**src/rtl/rv_hazard_ctrl_if.sv**
```systemverilog
// -----------------------------------------------------------------------------
// rv_hazard_ctrl_if
// Bundles every hazard-control signal exchanged between the 5-stage RV32I
// pipeline datapath and the hazard sequencer (rv_hazard_ctrl).
//
// Modports
//   master : pipeline datapath side; drives the i_haz_* fields and consumes
//            the o_haz_* stall/flush/forward controls.
//   slave  : hazard sequencer side; consumes i_haz_* and drives o_haz_*.
//
// Fields (direction seen from the slave)
//   i_haz_id_ra1/ra2        in   5   ID-stage source register addresses
//   i_haz_ex_ra1/ra2        in   5   EX-stage source register addresses
//   i_haz_ex_rf_wa/we       in   5/1 EX-stage destination and write enable
//   i_haz_ex_is_load        in   1   EX instruction is a load
//   i_haz_ex_redirect       in   1   EX branch taken or jump
//   i_haz_mem_rf_wa/we      in   5/1 MEM-stage destination and write enable
//   i_haz_wb_rf_wa/we       in   5/1 WB-stage destination and write enable
//   i_haz_dmem_req          in   1   MEM stage issuing a dmem access
//   i_haz_dmem_ack          in   1   dmem access completes this cycle
//   o_haz_if/id/ex/mem_*    out  1   stage stall / flush controls
//   o_haz_id_rd1/rd2_sel    out  1   ID takes WB write data instead of RF read
//   o_haz_ex_fwd_a/b_sel    out  2   EX operand select: 00 reg, 01 MEM, 10 WB
//   o_haz_bus_err           out  1   sticky dmem timeout flag
//   o_haz_perf_stall_cnt    out  32  stall-cycle counter (zero when disabled)
//   o_haz_perf_flush_cnt    out  32  flush-event counter (zero when disabled)
// -----------------------------------------------------------------------------
interface rv_hazard_ctrl_if;
  logic [4:0]  i_haz_id_ra1;
  logic [4:0]  i_haz_id_ra2;
  logic [4:0]  i_haz_ex_ra1;
  logic [4:0]  i_haz_ex_ra2;
  logic [4:0]  i_haz_ex_rf_wa;
  logic        i_haz_ex_rf_we;
  logic        i_haz_ex_is_load;
  logic        i_haz_ex_redirect;
  logic [4:0]  i_haz_mem_rf_wa;
  logic        i_haz_mem_rf_we;
  logic [4:0]  i_haz_wb_rf_wa;
  logic        i_haz_wb_rf_we;
  logic        i_haz_dmem_req;
  logic        i_haz_dmem_ack;

  logic        o_haz_if_stall;
  logic        o_haz_if_flush;
  logic        o_haz_id_stall;
  logic        o_haz_id_flush;
  logic        o_haz_ex_stall;
  logic        o_haz_mem_stall;
  logic        o_haz_id_rd1_sel;
  logic        o_haz_id_rd2_sel;
  logic [1:0]  o_haz_ex_fwd_a_sel;
  logic [1:0]  o_haz_ex_fwd_b_sel;
  logic        o_haz_bus_err;
  logic [31:0] o_haz_perf_stall_cnt;
  logic [31:0] o_haz_perf_flush_cnt;

  modport master (
    output i_haz_id_ra1, i_haz_id_ra2, i_haz_ex_ra1, i_haz_ex_ra2,
           i_haz_ex_rf_wa, i_haz_ex_rf_we, i_haz_ex_is_load, i_haz_ex_redirect,
           i_haz_mem_rf_wa, i_haz_mem_rf_we, i_haz_wb_rf_wa, i_haz_wb_rf_we,
           i_haz_dmem_req, i_haz_dmem_ack,
    input  o_haz_if_stall, o_haz_if_flush, o_haz_id_stall, o_haz_id_flush,
           o_haz_ex_stall, o_haz_mem_stall, o_haz_id_rd1_sel, o_haz_id_rd2_sel,
           o_haz_ex_fwd_a_sel, o_haz_ex_fwd_b_sel, o_haz_bus_err,
           o_haz_perf_stall_cnt, o_haz_perf_flush_cnt
  );

  modport slave (
    input  i_haz_id_ra1, i_haz_id_ra2, i_haz_ex_ra1, i_haz_ex_ra2,
           i_haz_ex_rf_wa, i_haz_ex_rf_we, i_haz_ex_is_load, i_haz_ex_redirect,
           i_haz_mem_rf_wa, i_haz_mem_rf_we, i_haz_wb_rf_wa, i_haz_wb_rf_we,
           i_haz_dmem_req, i_haz_dmem_ack,
    output o_haz_if_stall, o_haz_if_flush, o_haz_id_stall, o_haz_id_flush,
           o_haz_ex_stall, o_haz_mem_stall, o_haz_id_rd1_sel, o_haz_id_rd2_sel,
           o_haz_ex_fwd_a_sel, o_haz_ex_fwd_b_sel, o_haz_bus_err,
           o_haz_perf_stall_cnt, o_haz_perf_flush_cnt
  );
endinterface

```
**src/rtl/rv_hazard_ctrl.sv**
```systemverilog
// -----------------------------------------------------------------------------
// rv_hazard_ctrl
// Pipeline sequencer for the 5-stage RV32I core. Produces IF/ID/EX/MEM stall
// and flush controls, ID-stage WB bypass selects and EX-stage operand forward
// selects. A small FSM tracks outstanding data-memory accesses, freezes the
// whole pipe while one is pending and raises a sticky bus error if the access
// does not complete within MWAIT_MAX wait cycles.
//
// Parameters
//   MWAIT_MAX  max consecutive dmem wait cycles before bus error (>= 1)
//
// Ports
//   i_haz_clk   in  1  clock
//   i_haz_rstn  in  1  synchronous active-low reset
//   haz         rv_hazard_ctrl_if.slave  (all pipeline hazard signals)
//
// Optional build macro
//   RV_HAZ_PERF_CNT_EN : when defined, adds 32-bit stall-cycle and flush-event
//                        counters; when undefined the perf outputs read zero
//                        and no counter flops exist.
// -----------------------------------------------------------------------------
module rv_hazard_ctrl #(
  parameter int MWAIT_MAX = 16
) (
  input  logic            i_haz_clk,
  input  logic            i_haz_rstn,
  rv_hazard_ctrl_if.slave haz
);

  localparam int CW = $clog2(MWAIT_MAX + 1);
  localparam logic [CW-1:0] CNT_MAX  = CW'(MWAIT_MAX);
  localparam logic [CW-1:0] CNT_ONE  = CW'(1);
  localparam logic [CW-1:0] CNT_ZERO = CW'(0);

  typedef enum logic [1:0] {
    ST_RUN   = 2'd0,
    ST_MWAIT = 2'd1,
    ST_ERR   = 2'd2
  } state_t;

  state_t        state_r;
  logic [CW-1:0] wait_cnt_r;
  logic          bus_err_r;

  logic          memstall_s;
  logic          load_use_s;
  logic          if_stall_s;
  logic          if_flush_s;
  logic          id_stall_s;
  logic          id_flush_s;
  logic          ex_stall_s;
  logic          mem_stall_s;
  logic [1:0]    fwd_a_sel_s;
  logic [1:0]    fwd_b_sel_s;

  // A producer matches a consumer only when it really writes a non-x0 register.
  function automatic logic reg_match(input logic [4:0] wa, input logic we,
                                     input logic [4:0] ra);
    reg_match = we & (wa != 5'd0) & (wa == ra);
  endfunction

  // EX operand select: the younger MEM result wins over the older WB result.
  function automatic logic [1:0] fwd_sel(input logic [4:0] ra,
                                         input logic [4:0] mem_wa, input logic mem_we,
                                         input logic [4:0] wb_wa,  input logic wb_we);
    if (reg_match(mem_wa, mem_we, ra)) begin
      fwd_sel = 2'b01;
    end else if (reg_match(wb_wa, wb_we, ra)) begin
      fwd_sel = 2'b10;
    end else begin
      fwd_sel = 2'b00;
    end
  endfunction

  // Pipe freeze: must be visible in the same cycle the dmem access is pending.
  always_comb begin
    memstall_s = 1'b0;
    case (state_r)
      ST_RUN:   memstall_s = haz.i_haz_dmem_req & ~haz.i_haz_dmem_ack;
      ST_MWAIT: memstall_s = ~haz.i_haz_dmem_ack;
      ST_ERR:   memstall_s = 1'b1;
      default:  memstall_s = 1'b1;
    endcase
  end

  // Load-use hazard between the load in EX and the instruction in ID.
  always_comb begin
    load_use_s = 1'b0;
    if (haz.i_haz_ex_is_load) begin
      load_use_s = reg_match(haz.i_haz_ex_rf_wa, haz.i_haz_ex_rf_we, haz.i_haz_id_ra1) |
                   reg_match(haz.i_haz_ex_rf_wa, haz.i_haz_ex_rf_we, haz.i_haz_id_ra2);
    end else begin
      load_use_s = 1'b0;
    end
  end

  // Stall/flush priority: memory freeze, then redirect, then load-use bubble.
  // A redirect seen during a freeze stays in EX and takes effect on release.
  always_comb begin
    if_stall_s  = 1'b0;
    if_flush_s  = 1'b0;
    id_stall_s  = 1'b0;
    id_flush_s  = 1'b0;
    ex_stall_s  = 1'b0;
    mem_stall_s = 1'b0;
    if (memstall_s) begin
      if_stall_s  = 1'b1;
      id_stall_s  = 1'b1;
      ex_stall_s  = 1'b1;
      mem_stall_s = 1'b1;
    end else if (haz.i_haz_ex_redirect) begin
      // Younger instructions are killed, so a load-use stall would be moot.
      if_flush_s = 1'b1;
      id_flush_s = 1'b1;
    end else if (load_use_s) begin
      // Hold IF/ID and insert one bubble into EX.
      if_stall_s = 1'b1;
      id_flush_s = 1'b1;
    end else begin
      if_stall_s = 1'b0;
    end
  end

  // Operand forward selects, independent of the memory FSM.
  always_comb begin
    fwd_a_sel_s = fwd_sel(haz.i_haz_ex_ra1, haz.i_haz_mem_rf_wa, haz.i_haz_mem_rf_we,
                          haz.i_haz_wb_rf_wa, haz.i_haz_wb_rf_we);
    fwd_b_sel_s = fwd_sel(haz.i_haz_ex_ra2, haz.i_haz_mem_rf_wa, haz.i_haz_mem_rf_we,
                          haz.i_haz_wb_rf_wa, haz.i_haz_wb_rf_we);
  end

  // Dmem wait FSM with timeout counter and sticky bus error.
  always_ff @(posedge i_haz_clk) begin
    if (!i_haz_rstn) begin
      state_r    <= ST_RUN;
      wait_cnt_r <= CNT_ZERO;
      bus_err_r  <= 1'b0;
    end else begin
      case (state_r)
        ST_RUN: begin
          if (haz.i_haz_dmem_req && !haz.i_haz_dmem_ack) begin
            state_r    <= ST_MWAIT;
            wait_cnt_r <= CNT_ONE;
          end else begin
            state_r    <= ST_RUN;
            wait_cnt_r <= CNT_ZERO;
          end
        end
        ST_MWAIT: begin
          if (haz.i_haz_dmem_ack) begin
            state_r    <= ST_RUN;
            wait_cnt_r <= CNT_ZERO;
          end else if (wait_cnt_r == CNT_MAX) begin
            state_r   <= ST_ERR;
            bus_err_r <= 1'b1;
          end else begin
            wait_cnt_r <= wait_cnt_r + CNT_ONE;
          end
        end
        ST_ERR: begin
          // Terminal until reset.
          state_r   <= ST_ERR;
          bus_err_r <= 1'b1;
        end
        default: begin
          // An illegal encoding is treated as a bus fault so the pipe stays frozen.
          state_r   <= ST_ERR;
          bus_err_r <= 1'b1;
        end
      endcase
    end
  end

`ifdef RV_HAZ_PERF_CNT_EN
  logic [31:0] perf_stall_cnt_r;
  logic [31:0] perf_flush_cnt_r;

  // Stall-cycle and flush-event counters; both wrap naturally at 2^32.
  always_ff @(posedge i_haz_clk) begin
    if (!i_haz_rstn) begin
      perf_stall_cnt_r <= 32'd0;
      perf_flush_cnt_r <= 32'd0;
    end else begin
      if (if_stall_s) begin
        perf_stall_cnt_r <= perf_stall_cnt_r + 32'd1;
      end else begin
        perf_stall_cnt_r <= perf_stall_cnt_r;
      end
      if (if_flush_s || id_flush_s) begin
        perf_flush_cnt_r <= perf_flush_cnt_r + 32'd1;
      end else begin
        perf_flush_cnt_r <= perf_flush_cnt_r;
      end
    end
  end

  assign haz.o_haz_perf_stall_cnt = perf_stall_cnt_r;
  assign haz.o_haz_perf_flush_cnt = perf_flush_cnt_r;
`else
  assign haz.o_haz_perf_stall_cnt = 32'd0;
  assign haz.o_haz_perf_flush_cnt = 32'd0;
`endif

  assign haz.o_haz_if_stall     = if_stall_s;
  assign haz.o_haz_if_flush     = if_flush_s;
  assign haz.o_haz_id_stall     = id_stall_s;
  assign haz.o_haz_id_flush     = id_flush_s;
  assign haz.o_haz_ex_stall     = ex_stall_s;
  assign haz.o_haz_mem_stall    = mem_stall_s;
  assign haz.o_haz_ex_fwd_a_sel = fwd_a_sel_s;
  assign haz.o_haz_ex_fwd_b_sel = fwd_b_sel_s;
  assign haz.o_haz_id_rd1_sel   = reg_match(haz.i_haz_wb_rf_wa, haz.i_haz_wb_rf_we, haz.i_haz_id_ra1);
  assign haz.o_haz_id_rd2_sel   = reg_match(haz.i_haz_wb_rf_wa, haz.i_haz_wb_rf_we, haz.i_haz_id_ra2);
  assign haz.o_haz_bus_err      = bus_err_r;

endmodule
```
**src/flat_wrapper.sv**
```systemverilog
// flat-port wrapper written by rule: the top's interface ports become plain ports
module rv_hazard_ctrl_flat 
#(
  parameter int MWAIT_MAX = 16
)
  (i_haz_clk, i_haz_rstn, haz_i_haz_id_ra1, haz_i_haz_id_ra2, haz_i_haz_ex_ra1, haz_i_haz_ex_ra2, haz_i_haz_ex_rf_wa, haz_i_haz_ex_rf_we, haz_i_haz_ex_is_load, haz_i_haz_ex_redirect, haz_i_haz_mem_rf_wa, haz_i_haz_mem_rf_we, haz_i_haz_wb_rf_wa, haz_i_haz_wb_rf_we, haz_i_haz_dmem_req, haz_i_haz_dmem_ack, haz_o_haz_if_stall, haz_o_haz_if_flush, haz_o_haz_id_stall, haz_o_haz_id_flush, haz_o_haz_ex_stall, haz_o_haz_mem_stall, haz_o_haz_id_rd1_sel, haz_o_haz_id_rd2_sel, haz_o_haz_ex_fwd_a_sel, haz_o_haz_ex_fwd_b_sel, haz_o_haz_bus_err, haz_o_haz_perf_stall_cnt, haz_o_haz_perf_flush_cnt);
  rv_hazard_ctrl_if haz_i ();
  input  logic i_haz_clk;
  input  logic i_haz_rstn;
  input wire logic [$bits(haz_i.i_haz_id_ra1)-1:0] haz_i_haz_id_ra1;
  input wire logic [$bits(haz_i.i_haz_id_ra2)-1:0] haz_i_haz_id_ra2;
  input wire logic [$bits(haz_i.i_haz_ex_ra1)-1:0] haz_i_haz_ex_ra1;
  input wire logic [$bits(haz_i.i_haz_ex_ra2)-1:0] haz_i_haz_ex_ra2;
  input wire logic [$bits(haz_i.i_haz_ex_rf_wa)-1:0] haz_i_haz_ex_rf_wa;
  input wire logic [$bits(haz_i.i_haz_ex_rf_we)-1:0] haz_i_haz_ex_rf_we;
  input wire logic [$bits(haz_i.i_haz_ex_is_load)-1:0] haz_i_haz_ex_is_load;
  input wire logic [$bits(haz_i.i_haz_ex_redirect)-1:0] haz_i_haz_ex_redirect;
  input wire logic [$bits(haz_i.i_haz_mem_rf_wa)-1:0] haz_i_haz_mem_rf_wa;
  input wire logic [$bits(haz_i.i_haz_mem_rf_we)-1:0] haz_i_haz_mem_rf_we;
  input wire logic [$bits(haz_i.i_haz_wb_rf_wa)-1:0] haz_i_haz_wb_rf_wa;
  input wire logic [$bits(haz_i.i_haz_wb_rf_we)-1:0] haz_i_haz_wb_rf_we;
  input wire logic [$bits(haz_i.i_haz_dmem_req)-1:0] haz_i_haz_dmem_req;
  input wire logic [$bits(haz_i.i_haz_dmem_ack)-1:0] haz_i_haz_dmem_ack;
  output wire logic [$bits(haz_i.o_haz_if_stall)-1:0] haz_o_haz_if_stall;
  output wire logic [$bits(haz_i.o_haz_if_flush)-1:0] haz_o_haz_if_flush;
  output wire logic [$bits(haz_i.o_haz_id_stall)-1:0] haz_o_haz_id_stall;
  output wire logic [$bits(haz_i.o_haz_id_flush)-1:0] haz_o_haz_id_flush;
  output wire logic [$bits(haz_i.o_haz_ex_stall)-1:0] haz_o_haz_ex_stall;
  output wire logic [$bits(haz_i.o_haz_mem_stall)-1:0] haz_o_haz_mem_stall;
  output wire logic [$bits(haz_i.o_haz_id_rd1_sel)-1:0] haz_o_haz_id_rd1_sel;
  output wire logic [$bits(haz_i.o_haz_id_rd2_sel)-1:0] haz_o_haz_id_rd2_sel;
  output wire logic [$bits(haz_i.o_haz_ex_fwd_a_sel)-1:0] haz_o_haz_ex_fwd_a_sel;
  output wire logic [$bits(haz_i.o_haz_ex_fwd_b_sel)-1:0] haz_o_haz_ex_fwd_b_sel;
  output wire logic [$bits(haz_i.o_haz_bus_err)-1:0] haz_o_haz_bus_err;
  output wire logic [$bits(haz_i.o_haz_perf_stall_cnt)-1:0] haz_o_haz_perf_stall_cnt;
  output wire logic [$bits(haz_i.o_haz_perf_flush_cnt)-1:0] haz_o_haz_perf_flush_cnt;
  assign haz_i.i_haz_id_ra1 = haz_i_haz_id_ra1;
  assign haz_i.i_haz_id_ra2 = haz_i_haz_id_ra2;
  assign haz_i.i_haz_ex_ra1 = haz_i_haz_ex_ra1;
  assign haz_i.i_haz_ex_ra2 = haz_i_haz_ex_ra2;
  assign haz_i.i_haz_ex_rf_wa = haz_i_haz_ex_rf_wa;
  assign haz_i.i_haz_ex_rf_we = haz_i_haz_ex_rf_we;
  assign haz_i.i_haz_ex_is_load = haz_i_haz_ex_is_load;
  assign haz_i.i_haz_ex_redirect = haz_i_haz_ex_redirect;
  assign haz_i.i_haz_mem_rf_wa = haz_i_haz_mem_rf_wa;
  assign haz_i.i_haz_mem_rf_we = haz_i_haz_mem_rf_we;
  assign haz_i.i_haz_wb_rf_wa = haz_i_haz_wb_rf_wa;
  assign haz_i.i_haz_wb_rf_we = haz_i_haz_wb_rf_we;
  assign haz_i.i_haz_dmem_req = haz_i_haz_dmem_req;
  assign haz_i.i_haz_dmem_ack = haz_i_haz_dmem_ack;
  assign haz_o_haz_if_stall = haz_i.o_haz_if_stall;
  assign haz_o_haz_if_flush = haz_i.o_haz_if_flush;
  assign haz_o_haz_id_stall = haz_i.o_haz_id_stall;
  assign haz_o_haz_id_flush = haz_i.o_haz_id_flush;
  assign haz_o_haz_ex_stall = haz_i.o_haz_ex_stall;
  assign haz_o_haz_mem_stall = haz_i.o_haz_mem_stall;
  assign haz_o_haz_id_rd1_sel = haz_i.o_haz_id_rd1_sel;
  assign haz_o_haz_id_rd2_sel = haz_i.o_haz_id_rd2_sel;
  assign haz_o_haz_ex_fwd_a_sel = haz_i.o_haz_ex_fwd_a_sel;
  assign haz_o_haz_ex_fwd_b_sel = haz_i.o_haz_ex_fwd_b_sel;
  assign haz_o_haz_bus_err = haz_i.o_haz_bus_err;
  assign haz_o_haz_perf_stall_cnt = haz_i.o_haz_perf_stall_cnt;
  assign haz_o_haz_perf_flush_cnt = haz_i.o_haz_perf_flush_cnt;
  rv_hazard_ctrl #(.MWAIT_MAX(MWAIT_MAX)) u_core (.i_haz_clk(i_haz_clk), .i_haz_rstn(i_haz_rstn), .haz(haz_i));
endmodule
```
**config.mk**
```make
export PLATFORM = sky130hd
export DESIGN_NAME = rv_hazard_ctrl_flat
export DESIGN_NICKNAME = d
export VERILOG_FILES = /design/src/rtl/rv_hazard_ctrl_if.sv /design/src/rtl/rv_hazard_ctrl.sv /design/src/flat_wrapper.sv
export SDC_FILE = /design/constraint.sdc
export NUM_CORES = 1
export LEC_CHECK = 0
export ABC_AREA = 1
export BUFFER_PORTS_ARGS = -buffer_cell sky130_fd_sc_hd__buf_2
export CAP_MARGIN = 20
export CORE_ASPECT_RATIO = 0.8
export CORE_MARGIN = 4
export CORE_UTILIZATION = 42
export CTS_BUF_LIST = sky130_fd_sc_hd__clkbuf_4 sky130_fd_sc_hd__clkbuf_8
export DETAILED_ROUTE_END_ITERATION = 16
export GPL_TIMING_DRIVEN = 1
export PLACE_DENSITY = 0.8
export SLEW_MARGIN = 20
export SYNTH_ARGS = -nofsm -noshare
export SYNTH_HDL_FRONTEND = slang
export SYNTH_SLANG_ARGS = --single-unit
```
**constraint.sdc**
```tcl
create_clock -name i_haz_clk -period 1.3 [get_ports i_haz_clk]
set_input_delay 0.13 -clock i_haz_clk [delete_from_list [all_inputs] [get_ports i_haz_clk]]
set_output_delay 0.13 -clock i_haz_clk [all_outputs]
set_load 0.05 [all_outputs]
```
# Word level (Yosys, flattened, before mapping)
# Cells that the tools add are included.
[word_totals] regBits=8 out_inout_bits=77
[op_classes] add_sub_neg=1 n_eq_ne=14 n_mux=25 bitwise=15 n_reduce_logical=9
[op_table] op="$eq A5 B5 Y1" n=8
[op_table] op="$reduce_bool A5 Y1" n=3
[op_table] op="$mux W1" n=13
[op_table] op="$and A1 B1 Y1" n=12
[op_table] op="$mux W2" n=6
[op_table] op="$mux W5" n=2
[op_table] op="$pmux W5 S2" n=1
[op_table] op="$add A5 B1 Y5 const B" n=1
[op_table] op="$eq A5 B5 Y1 const B" n=1
[op_table] op="$pmux W1 S2" n=2
[op_table] op="$pmux W2 S2" n=1
[op_table] op="$ne A3 B2 Y1 const B" n=1
[op_table] op="$ne A3 B3 Y1 const B" n=1
[op_table] op="$reduce_and A3 Y1" n=1
[op_table] op="$eq A2 B1 Y1 const B" n=1
[op_table] op="$logic_not A2 Y1" n=1
[op_table] op="$ne A2 B1 Y1 const B" n=1
[op_table] op="$ne A2 B2 Y1 const B" n=1
[op_table] op="$not A1 Y1" n=2
[op_table] op="$reduce_and A2 Y1" n=1
[op_table] op="$reduce_bool A2 Y1" n=1
[op_table] op="$logic_and A1 B1 Y1" n=1
[op_table] op="$logic_not A1 Y1" n=1
[op_table] op="$or A1 B1 Y1" n=1

# Longest topological paths before layout
# Gate-level depths: netlist of the first run.
[logic_depth] word_depth=8 mapped_depth=9 mapped_depth_nobuf=9

# Worst setup path after synthesis of the first run
# No wires, ideal clock.
[synth_timing] path_type="register to output" from="reg u_core.state_r[1]" to="out haz_o_haz_id_flush" arrival_ps=1681 t_required_ps=1170 slack_ps=-511 stages_incl_launch_ff=8 cell_sequence="dfxtp_1 > inv_1 > nand2_2 > nor2_2 > inv_2 > nor2_2 > inv_2 > nand2_1"
[synth_between] elab_chain_cells=3
[synth_lines] element="start, declared" line="rv_hazard_ctrl.sv:41" source="state_t state_r;"
[synth_lines] element="start signal, assigned" line="rv_hazard_ctrl.sv:135" source="state_r <= ST_RUN;"
[synth_lines] element="start signal, assigned" line="rv_hazard_ctrl.sv:142" source="state_r <= ST_MWAIT;"
[synth_lines] element="start signal, assigned" line="rv_hazard_ctrl.sv:145" source="state_r <= ST_RUN;"
[synth_lines] element="$eq A2 B1 Y1 or $logic_not A2 Y1 (tied branches)" line="rv_hazard_ctrl.sv:78" source="case (state_r)"
[synth_lines] element="$pmux W1 S2 (*)" line="rv_hazard_ctrl.sv:78"
[synth_lines] element="$mux W1 (*)" line="rv_hazard_ctrl.sv:106" source="if (memstall_s) begin"
[synth_lines] element="end, declared" line="flat_wrapper.sv:27" source="output wire logic [$bits(haz_i.o_haz_id_flush)-1:0] haz_o_haz_id_flush;"
# Every way passes the cells marked *; elsewhere a longest branch is shown, timed or not.

# Final worst setup path of the first run
[layout_timing] from="reg u_core.state_r[0]" to="out haz_o_haz_id_flush"
# The elaborated chain is that of the path after synthesis.

==> run metrics, run 1 <==
status complete, but fails checks; failing checks setup timing; antenna-violating nets left 0; number of synthesized register bits 8; critical path arrival 1240 ps; fmax 728 MHz; unrepaired setup endpoints after global routing yes; Area Overhead vs Synth 14.8%; Logic pwr share 60.7%; critical path fanouts, max 4; critical path type flop to output port; post-layout min period 1370 ps; Ports 121; max incr delay on CP 340 ps; num rows 19; Max-Cap Viols 0; # clock sinks 8; core area 3590 µm²; terminus of the critical flop-to-flop path u_core.wait_cnt_r[2]; CTS tree yes; switching share of power 55.4%; cts hold-fix bufs 0; hold crit path type input port to flop; final slew viol count 0; r2r startpoint u_core.wait_cnt_r[0]; antenna violations before repair 0; H-tree levels 1; non-filler cells, final 355; reg-to-reg slack, setup 110 ps; Internal 630 µW; hold path startpoint i_haz_rstn; remaining global-route overflow 0; # DRC 0; clk_skew 5.17 ps; Seq/Total Area, Yosys 9.81%; Distinct cells, synth 29; first-pass GRT wire length 6.00 mm; Worst VDD drop 0.383 mV; Startpoint Class flop; Mean Syn Cell Area 6.64 µm²; worst slack at placement -40.2 ps; dpl cell area 1760 µm²; Ys Warns 0; Vias/cell 4.11; Bufs on Longest Clock Path 2; number of buffers created by CTS 3; port bufs 56; Routed wire per std cell 11.1 µm; WP data required 1170 ps; Worst Hold Depth 3; die area 4960 µm²; post-route cell area 1870 µm²; Pwr Density 755 nW/µm²; Cells after Synth 246; Critical Path Sink Type output port; root buf cell clkbuf_8; diode count 0; DIE WIDTH 77.7 µm; via count 1459; Final Wtd Congestion 0.913; clock transition at the registers of the reported paths 40 ps; clock share of power 21.3%; layout cell share with drive strength beyond 1 32.0%; Clock Latency Late Sink 230 ps; P_leak 0.00105 µW; vias in the first global route 1387; final worst slack -73.5 ps; Worst Hold End u_core.haz.o_haz_bus_err; drt pass-1 iters 4; detailed placer's ending HPWL 3.45 mm; DIE HEIGHT 63.8 µm; dpl cells 350; Psw 784 µW; final setup violation count 5; 1st-iter DRT viols 50; Initial Utilization 45.5%; final wirelength 3.92 mm; largest net degree at the start of global routing 8; Tcrit/Tclk final 106%; cell area after synthesis 1630 µm²; Worst Reg2Reg Path Length in Cells 8; slowest CP cell dfxtp_2; All-Layer GR Usage 14.6%; Final #Nets 351; Final Hold Viols 0; crit-path cells nand2_4, nand2_4, nor2_4, inv_4, nor2_4, inv_2, nand2_2, buf_8; Seq pwr share 18.0%
==> routing by layer <==
metal / wire length, µm / part of all wire [%] / global-route usage (%)
met5: 0 / 0 / 0
met4: 30 / 0.76 / 3.33
met3: 305 / 7.8 / 2.39
met1: 1570 / 40 / 17.0
met2: 2020 / 51 / 27.8
==> through the flow <==
stage	util, %	TNS, ps	power, µW	hold slack, ps
finish	52.2	-128	1410	161
global route	52.2	-447	1490	164
CTS	51.1	-106	1410	161
detailed placement	49.0	-80.3	1080	399
global placement	49.0	-62.1	1070	393
floorplan	-	-759	1090	234
==> worst max path at each step <==
stage,slack [ps],end,start
global placement,-30,haz_o_haz_ex_fwd_a_sel[1],haz_i_haz_mem_rf_wa[2]
CTS,-60,haz_o_haz_id_flush,u_core.state_r[0]
finish,-70,haz_o_haz_id_flush,u_core.state_r[0]
global route,-150,haz_o_haz_id_flush,u_core.state_r[0]
floorplan,-270,haz_o_haz_id_rd1_sel,haz_i_haz_wb_rf_wa[3]
detailed placement,-40,haz_o_haz_ex_fwd_a_sel[1],haz_i_haz_mem_rf_wa[2]
==> synthesized netlist by cell type <==
cell type  instances  share of area, %
buf_2              5               1.5
nor2_1            18               4.1
ha_1               2               1.5
nand3_1           11               3.4
nor4_2             2               1.5
nor3_2             4               2.5
buf_4             66                30
nand2_2            4               1.5
xor2_1            14               7.5
nand3_2            2               1.2
a21boi_2           1              0.69
nor3_1             2              0.61
o21ai_1            3              0.92
a21oi_1            1              0.31
dfxtp_1            8               9.8
conb_1             1              0.23
nor2_2             2              0.77
nand4_1            5               1.9
inv_1             23               5.3
xnor2_1           18               9.7
nand2_4            1              0.69
o31ai_1            1              0.46
o21bai_1           1              0.46
a21oi_2            2               1.1
inv_4              1              0.38
inv_2              4              0.92
nand3b_1           2              0.92
o21ai_0            1              0.31
nand2_1           41               9.4
==> timing repair <==
action                     4_1_cts  5_1_grt
setup buffers                    1        1
gates resized for setup          8       13
pin swaps                        3        3
setup endpoints to repair        7       10
==> sequential cells by signal (all words and copies together) (netlist names) <==
register,count
u_core.state_r,2
u_core.haz.o_haz_bus_err,1
u_core.wait_cnt_r,5
==> cells in the final DEF, fill, tap and decap left out, drive strengths merged <==
master and instances:
nand3 13, a21oi 3, nor3 6, nand4 5, a21boi 1, nand3b 2, nor2 20, inv 28
clkbuf 4, o21ai 4, o21bai 1, buf 61, xnor2 18, nand2 46, conb 64, xor2 14
ha 2, dfxtp 8, o31ai 1, nor4 2
==> cell type report <==
class | count | area [µm²]
multi-input cells | 202 | 1140
fillers | 375 | 1720
well taps | 52 | 65.1
clock buffers | 3 | 41.3
flip-flops and latches | 8 | 161
inverters | 28 | 110
repair buffers | 62 | 353
==> worst max-delay path, delay by kind of cell, from the launching register on <==
| kind | cells | cell delay (ps) |
|---|---|---|
| AND/OR/NAND/NOR | 5 | 430 |
| buffers and inverters | 3 | 240 |
| flip-flops | 1 | 340 |
==> logic make-up after synthesis <==
group / Yosys count / synth area share (%)
AO/OA/AOI/OAI: 10 / 4.21
XOR/XNOR: 32 / 17.2
buffers and inverters: 99 / 38.5
flip-flops: 8 / 9.81
other: 1 / 0.230
AND/OR/NAND/NOR: 94 / 28.6
adder cells (fa/ha/maj): 2 / 1.53
==> power by group through the flow <==
stage / clock network, µW / registers (µW) / logic (µW)
global route: 330 / 254 / 908
CTS: 312 / 254 / 843
floorplan: 0 / 257 / 837
detailed placement: 0 / 257 / 827
finish: 301 / 255 / 859
global placement: 0 / 257 / 817
(Power assumes the default switching activity.)
==> run 2, diff against run 1 <==
--- a/config.mk
+++ b/config.mk
@@ -16,3 +16,3 @@
 export GPL_TIMING_DRIVEN = 1
-export PLACE_DENSITY = 0.8
+export PLACE_DENSITY = 0.83
 export SLEW_MARGIN = 20
==> constraint.sdc (replaced) <==
create_clock -name i_haz_clk -period 1.3 [get_ports i_haz_clk]
set_input_delay 0.065 -clock i_haz_clk [delete_from_list [all_inputs] [get_ports i_haz_clk]]
set_output_delay 0.065 -clock i_haz_clk [all_outputs]
set_load 0.05 [all_outputs]
==> run 2 against run 1 <==
  * The run now ends clean
  * Via count is 1.4% lower
  * Register-to-register slack hardly changed
  * First-iteration DRC count is 24% lower
  * Die area stayed put
  * Cell area is 2.1% lower
  * Sequential share of layout area is 0.25 points higher
  * Sequential power hardly changed
  * Global-route usage is 0.58 points lower
  * Worst hold slack worse by 67 ps
  * Clock skew is 3.1 ps lower
  * Critical endpoint unchanged
  * Largest power group unchanged
  * Highest routed layer unchanged
==> run metrics, run 2 (synthesis gave the netlist of run 1 again) <==
status finished clean; Final #Nets 351; port bufs 56; Tcrit/Tclk final 98.8%; number of buffers created by CTS 3; most common cell after layout, fill and taps aside conb_1; Top reg by flops u_core.wait_cnt_r; final worst slack 16.1 ps; max incr delay on CP 330 ps; # DRC 0; final setup violation count 0; critical path fanouts, max 4; Critical Path Sink Type output port; DIE WIDTH 77.7 µm; H-tree levels 1; All-Layer GR Usage 14.0%; switching share of power 55.3%; vias in the first global route 1238; antenna violations before repair 0; Worst VDD drop 0.322 mV; Vias/cell 4.05; post-route setup TNS 0 ps; Seq pwr share 18.2%; detailed placer's ending HPWL 3.32 mm; WP data required 1240 ps; largest net degree at the start of global routing 8; cts hold-fix bufs 0; Initial Utilization 45.5%; remaining global-route overflow 0; final wirelength 3.74 mm; die area 4960 µm²; reg-to-reg slack, setup 100 ps; Final Wtd Congestion 0.931; critical path type flop to output port; Internal 626 µW; Max-Cap Viols 0; clk_skew 2.08 ps; Pwr Density 763 nW/µm²; Psw 775 µW; unrepaired setup endpoints after global routing yes; post-layout min period 1280 ps; most frequent cells in the layout conb_1 (64), buf_2 (54), nand2_1 (40), inv_1 (22), xnor2_1 (18); antenna-violating nets left 0; root buf cell clkbuf_8; num rows 19; Routed wire per std cell 10.5 µm; P_leak 0.00104 µW; crit-path cells nand2_2, nand2_2, nor2_4, inv_4, nor2_4, inv_2, nand2_4, buf_8; worst hold slack 94.4 ps; # clock sinks 8; core area 3590 µm²; worst slack at placement 42.4 ps; Startpoint Class flop; 1st-iter DRT viols 38; hold crit path type input port to flop; Logic pwr share 60.5%; drt pass-1 iters 4; fmax 779 MHz; diode count 0; Final Hold Viols 0; via count 1439; Setup crit start u_core.state_r[0]; hold path startpoint i_haz_rstn; layout cell share with drive strength beyond 1 31.4%; Clock Latency Late Sink 230 ps; Area Overhead vs Synth 12.4%; slowest CP cell dfxtp_2; CTS tree yes; Largest register FFs 5; r2r startpoint u_core.wait_cnt_r[0]; Ports 121; Bufs on Longest Clock Path 2; critical path arrival 1220 ps; final slew viol count 0; DIE HEIGHT 63.8 µm; clock share of power 21.2%; clock transition at the registers of the reported paths 40 ps; first-pass GRT wire length 5.75 mm
-- run 2: changes by cell type in the layout (fill, tap and decap cells not counted), sizes merged --
| cell | delta |
|---|---|
| buf | +1 |
| clkbuf | -1 |
-- run 2: worst max-delay path, delay by kind of cell (launching register included) --
kind / cells / cell delay (ps)
and+or+nand+nor: 5 / 430
DFF: 1 / 330
buffers and inverters: 3 / 250
-- run 2: metrics by stage --
stage          cell area [µm²]  instances  power, µW  util (%)
6_report                  1840        355       1400      51.1
5_1_grt                   1840        355       1470      51.1
4_1_cts                   1830        354       1410      50.9
3_5_place_dp              1760        350       1090      48.9
3_3_place_gp              1760        350       1080      48.9
2_1_floorplan             1900        309       1100         -
-- run 2: final cells by class --
| cell class | count | area (µm²) |
|---|---|---|
| flip-flops and latches | 8 | 163 |
| well taps | 52 | 65.1 |
| fillers | 376 | 1750 |
| inverters | 28 | 110 |
| multi-input cells | 202 | 1120 |
| clock buffers | 3 | 41.3 |
| repair buffers | 62 | 338 |
-- run 2: final timing paths --
| check | depth (start not counted) | end |
|---|---|---|
| max | 8 | haz_o_haz_id_flush |
| max reg2reg | 7 | u_core.wait_cnt_r[2] |
| min reg2reg | 2 | u_core.haz.o_haz_bus_err |
| min | 3 | u_core.haz.o_haz_bus_err |
-- run 2: timing repair --
item,in CTS,in global routing
gates resized for setup,7,2
cloned,0,0
buffers inserted,1,1
pin swaps,3,1
endpoints found under the hold margin,0,0
setup endpoints to repair,2,8
-- run 2: metal layers --
layer	GRT usage, %	share of wire, %	up-vias	wire [µm]
met4	2.67	0.70	0	26
li1	-	-	742	-
met2	24.1	48	86	1790
met1	18.0	40	606	1490
met3	3.09	12	5	436
met5	0	0	-	0
-- run 2: power by group through the flow --
stage	clock network (µW)	logic, µW	registers [µW]
floorplan	0	840	257
global placement	0	821	257
detailed placement	0	828	258
CTS	309	842	255
global route	317	899	256
finish	297	848	255
